<file path="src/rtl/user_input_conditioner.sv">
// user_input_conditioner: per-channel synchronise, debounce and edge-to-pulse conditioning of raw user inputs.
// Ports:
//   CLK   - system clock
//   RST   - synchronous active-high reset
//   IN    - raw asynchronous inputs, one bit per channel
//   MODE  - shared edge select: 00 rising, 01 falling, 10 both, 11 none
//   EN    - output enable; debouncing continues while low
//   LEVEL - debounced registered level per channel
//   OUT   - one-cycle pulse per qualified debounced edge
// Optional: define USER_INPUT_REPEAT_EN to add auto-repeat pulses while the active level is held.
module user_input_conditioner #(
    parameter int N_CH            = 4,
    parameter int SYNC_STAGES     = 2,
    parameter int DEBOUNCE_CYCLES = 16,
    parameter int REPEAT_DELAY    = 1024,
    parameter int REPEAT_PERIOD   = 256
) (
    input  logic            CLK,
    input  logic            RST,
    input  logic [N_CH-1:0] IN,
    input  logic [1:0]      MODE,
    input  logic            EN,
    output logic [N_CH-1:0] LEVEL,
    output logic [N_CH-1:0] OUT
);
    localparam int CW = $clog2(DEBOUNCE_CYCLES + 1);
    typedef enum logic [1:0] {STABLE_LO, CHK_HI, STABLE_HI, CHK_LO} state_t;
    for (genvar c = 0; c < N_CH; c++) begin : g_ch
        logic [SYNC_STAGES-1:0] sync_q, sync_d;
        state_t                 state_q, state_d;
        logic [CW-1:0]          cnt_q, cnt_d, cnt_inc;
        logic                   level_q, level_d, out_q, out_d;
        logic                   hi_side, want, hit, qual, fire;
        // Counter is always 0 in the stable states, so STABLE_x and CHK_x share one increment path.
        always_comb begin
            sync_d  = {sync_q[SYNC_STAGES-2:0], IN[c]};
            hi_side = (state_q == STABLE_LO) || (state_q == CHK_HI);
            want    = hi_side ? sync_q[SYNC_STAGES-1] : ~sync_q[SYNC_STAGES-1];
            cnt_inc = cnt_q + CW'(1);
            hit     = want && (cnt_inc == CW'(DEBOUNCE_CYCLES));
            state_d = !want ? (hi_side ? STABLE_LO : STABLE_HI)
                    : hit   ? (hi_side ? STABLE_HI : STABLE_LO)
                    :         (hi_side ? CHK_HI : CHK_LO);
            cnt_d   = (want && !hit) ? cnt_inc : '0;
            level_d = hit ? hi_side : level_q;
            qual    = EN && ((level_d && !level_q && (MODE == 2'b00 || MODE == 2'b10))
                          || (!level_d && level_q && (MODE == 2'b01 || MODE == 2'b10)));
        end
`ifdef USER_INPUT_REPEAT_EN
        localparam int RW = $clog2((REPEAT_DELAY > REPEAT_PERIOD ? REPEAT_DELAY : REPEAT_PERIOD) + 1);
        logic [RW-1:0] rcnt_q, rcnt_d, rcnt_inc;
        logic          rep_q, rep_d, active;
        // Active level is 1 for MODE 00/10 and 0 for MODE 01; any level change restarts the timing.
        always_comb begin
            active   = EN && (MODE != 2'b11) && (level_q == (MODE != 2'b01)) && (level_d == level_q);
            rcnt_inc = rcnt_q + RW'(1);
            fire     = active && (rcnt_inc == (rep_q ? RW'(REPEAT_PERIOD) : RW'(REPEAT_DELAY)));
            rcnt_d   = (active && !fire) ? rcnt_inc : '0;
            rep_d    = active && (rep_q || fire);
        end
        always_ff @(posedge CLK) begin
            if (RST) begin
                rcnt_q <= '0;
                rep_q  <= 1'b0;
            end else begin
                rcnt_q <= rcnt_d;
                rep_q  <= rep_d;
            end
        end
`else
        logic unused_repeat;
        assign unused_repeat = ^{REPEAT_DELAY, REPEAT_PERIOD};
        assign fire = 1'b0;
`endif
        assign out_d = qual | fire;
        always_ff @(posedge CLK) begin
            if (RST) begin
                sync_q  <= '0;
                state_q <= STABLE_LO;
                cnt_q   <= '0;
                level_q <= 1'b0;
                out_q   <= 1'b0;
            end else begin
                sync_q  <= sync_d;
                state_q <= state_d;
                cnt_q   <= cnt_d;
                level_q <= level_d;
                out_q   <= out_d;
            end
        end
        assign LEVEL[c] = level_q;
        assign OUT[c]   = out_q;
    end
endmodule

</file>
<file path="config.mk">
export PLATFORM = sky130hd
export DESIGN_NAME = user_input_conditioner
export DESIGN_NICKNAME = d
export VERILOG_FILES = /design/src/rtl/user_input_conditioner.sv
export SDC_FILE = /design/constraint.sdc
export NUM_CORES = 1
export LEC_CHECK = 0
export CELL_PAD_IN_SITES_DETAIL_PLACEMENT = 0
export CELL_PAD_IN_SITES_GLOBAL_PLACEMENT = 2
export CORE_MARGIN = 4
export CORE_UTILIZATION = 33
export CTS_BUF_LIST = sky130_fd_sc_hd__clkbuf_2 sky130_fd_sc_hd__clkbuf_4 sky130_fd_sc_hd__clkbuf_8
export DETAILED_ROUTE_END_ITERATION = 8
export PLACE_DENSITY_LB_ADDON = 0.25
export SLEW_MARGIN = 5
export SYNTH_ARGS = -nofsm -noshare
export SYNTH_HDL_FRONTEND = slang
export SYNTH_SLANG_ARGS = --single-unit
</file>
<file path="constraint.sdc">
create_clock -name CLK -period 1.4 [get_ports CLK]
set_input_delay 0.42 -clock CLK [delete_from_list [all_inputs] [get_ports CLK]]
set_output_delay 0.42 -clock CLK [all_outputs]
set_load 0.02 [all_outputs]
</file>
==> flow_metrics.tcl, run 1 <==
set metrics [dict create \
    outcome "finished with violations" \
    cts_hold_buf 0 \
    cts_buffer_depth 2 \
    cts_setup_buffers 0 \
    clock_latency_ns 0.28 \
    fin_cells 301 \
    synth_fp_nets 209 \
    setup_viol 1 \
    drc 0 \
    synthFlopType "dfxtp_1" \
    violations "setup timing" \
    cts_made_buffers 5 \
    r2r-end "g_ch[3].level_q" \
    numPortBuffers 16 \
    async_reset_ff_share_pct 0 \
    startpoint_type "flop" \
    worstRegToRegCells 6 \
    vias 1370 \
    path_max_fanout 4 \
    fin_ws_ns -0.00526 \
    cts_tree "built" \
    grt_start_max_net_pins 12 \
    fmax_mhz 712 \
    top_usage_layer "met2" \
    gr-usage-all-layers_pct 11.3 \
    path_clk_slew_ns 0.07 \
    grt_use_met3_pct 3.07 \
    ys_warn_count 0 \
    coreArea_mm2 0.00517 \
    drtIter0Drc 41 \
    min_period_ns 1.41 \
    tightest_slew_ns 0.322 \
    leakagePower_uw 0.000866 \
    nets 246 \
    diodes 0 \
    drive_above_1_share_pct 31.2 \
    firstDrtPassIters 4 \
    htree_levels 2 \
    initial_core_util_pct 34.6 \
    drv_slew 0 \
    die_y_um 81.6 \
    required_ns 1.62 \
    clockRootBuffer "clkbuf_8" \
    slowest_delay_ns 0.37 \
    crit_chain "ha_4, a21boi_2, a21oi_2, o22ai_2, mux2_4, a21oi_2" \
    synth-edff-count 0 \
    ys_seq_elements 40 \
    cp_common_cell "a21oi_2" \
    path_buf_inv 0 \
    cap_violations 0 \
    use_met1_pct 13.3 \
    holdPathEnd "g_ch[3].sync_q[1]" \
    final_util_pct 44.7 \
    ant_nets 0 \
    syn_inst 193 \
    setup.worst_path.end_class "flop" \
    fill_cells 510 \
    place_area_mm2 0.00218 \
    num_rows 26 \
    worstHoldPathType "flop to flop" \
    whs_ns 0.445 \
    postLayoutCellArea_mm2 0.00231 \
    grt_pass1_wl_um 5840 \
    final-hold-violation-count 0 \
    syn_area_per_cell_um2 9.27 \
    rsz0062_at_grt "true" \
    dpl.cell_count 293 \
    chipWidth_um 81.6 \
    ir_worst_vdd_mv 0.408 \
    r2r_setup_slack_ns -0.005 \
    syn_area_mm2 0.00179 \
    crit_family "compound AO/OA/AOI/OAI gates" \
    grt_use_met2_pct 18.7 \
    worstHoldPathCells 1 \
    io_pins 17 \
    grt_pass1_vias 1371 \
    hpwl_um 2440 \
    period_share_pct 100 \
    die-area_mm2 0.00666 \
    antenna_found_initial 0 \
    fin_skew_ns 0.00764 \
    r2r_start "g_ch[3].cnt_q[0]" \
    slew_headroom_pct 78.2 \
    grt-ovfl-total 0 \
    wl_per_cell_um 11.0 \
    via_per_inst 4.55 \
    power.density_mw_per_mm2 933 \
    synth_cell_types 36 \
    pre_cts_ws_ns -0.425 \
    critical_path_arrival_ns 1.63 \
    synth_seq_area_share_pct 44.8 \
    cp_slowest_cell "dfxtp_4" \
    syn_to_final_growth_pct 29.2 \
    drt_wl_total_um 3310 \
    min_from "g_ch[3].sync_q[0]" \
    place_congestion 0.729 \
    criticalPathCategory "flop to flop" \
    clock-sinks 40 \
]
==> stage by stage <==
| stage | setup TNS (ns) | power (uW) |
|---|---|---|
| 5_1_grt | -0.330 | 2260 |
| 6_report | -0.00526 | 2160 |
| 4_1_cts | -0.00798 | 2200 |
| 3_3_place_gp | -8.77 | 1420 |
| 3_5_place_dp | -8.73 | 1430 |
| 2_1_floorplan | 0 | 1330 |
==> worst max path at each step <==
stage                      endpoint  cells past startpoint             start
detailed placement    g_ch[0].out_q                      6           MODE[1]
finish              g_ch[3].level_q                      6  g_ch[3].cnt_q[0]
global placement      g_ch[0].out_q                      5               RST
floorplan           g_ch[3].level_q                      6  g_ch[3].cnt_q[0]
CTS                 g_ch[3].level_q                      6  g_ch[3].cnt_q[0]
global route        g_ch[3].level_q                      6  g_ch[3].cnt_q[0]
==> cells in the mapped netlist, types with 3 or more instances <==
cell / number / share of area [%]
xor2_1: 8 / 3.9
nand2b_1: 4 / 1.4
ha_1: 7 / 4.9
o21ai_0: 5 / 1.4
nor2b_1: 11 / 3.8
nand3_1: 8 / 2.2
inv_1: 11 / 2.3
buf_4: 8 / 3.4
xnor2_1: 6 / 2.9
nor2_2: 8 / 2.8
nand2_1: 12 / 2.5
a21oi_1: 8 / 2.2
and4b_1: 3 / 1.7
o31ai_1: 3 / 1.3
nor2_1: 19 / 4.0
dfxtp_1: 40 / 45
==> power by group <==
part	switching (uW)	internal, uW	total, uW	leakage, uW
combinational	107	107	213	0.000490
sequential	20.1	1170	1190	0.000330
clock	372	386	758	0.0000467
==> repair_timing <==
item	4_1_cts	5_1_grt
cloned	0	0
endpoints found under the hold margin	0	0
resized for setup	24	14
setup endpoints to repair	29	26
pin swaps	7	2
==> worst register-to-register path, stage by stage, from the launching register on <==
cell	delay [ns]
dfxtp_4	0.37
ha_4	0.14
a21boi_2	0.17
a21oi_2	0.07
o22ai_2	0.16
mux2_4	0.33
a21oi_2	0.11
==> sequential cells by signal, indices dropped and copies added (netlist names) <==
name,flops
g_ch.cnt_q,20
g_ch.sync_q,8
g_ch.level_q,4
g_ch.out_q,4
g_ch.state_q,4
==> cells by family (layout without fill, tap and decap cells) <==
family,after synthesis,count (layout),synth area share [%]
compound gates,27,27,10.0
flops,40,40,44.8
simple gates,79,79,24.4
xor+xnor,14,14,6.85
fa+ha+maj,7,7,4.89
buf+inv,23,61,7.34
mux,3,3,1.75
==> metal layers <==
layer  share of wire (%)  vias up  wire [um]
met5                   0        -          0
met3                 4.9        9        163
li1                    -      709          -
met1                  46      625       1520
met2                  47       27       1550
met4                 2.1        0         71
==> cell type report <==
cell class / instances / area (um2) / area share [%]
multi-input combinational: 130 / 948 / 41.0
sequential: 40 / 817 / 35.3
timing repair buffer: 42 / 330 / 14.3
tap: 70 / 87.6 / 3.79
clock buffer: 7 / 83.8 / 3.63
inverter: 11 / 41.3 / 1.79
clock inverter: 1 / 3.75 / 0.162
==> cells in the final DEF, fill, tap and decap left out, drive strengths merged, types with 5 or more instances in the layout <==
cell type	n
ha	7
o21ai	5
xor2	8
dfxtp	40
buf	26
nor2	29
dlygate4sd2	8
clkbuf	10
a21oi	10
nand2	12
nor2b	11
nand3	8
xnor2	6
clkdlybuf4s50	5
inv	11
Power figures use the tool's default switching activity.
==> run 2, diff against run 1 <==
--- a/config.mk
+++ b/config.mk
@@ -5,6 +5,7 @@
 export SDC_FILE = /design/constraint.sdc
 export NUM_CORES = 1
 export LEC_CHECK = 0
+export CAP_MARGIN = 20
 export CELL_PAD_IN_SITES_DETAIL_PLACEMENT = 0
 export CELL_PAD_IN_SITES_GLOBAL_PLACEMENT = 2
 export CORE_MARGIN = 4
==> results of run 2 <==
No change in the layout: final DEF, timing and power equal those of run 1.
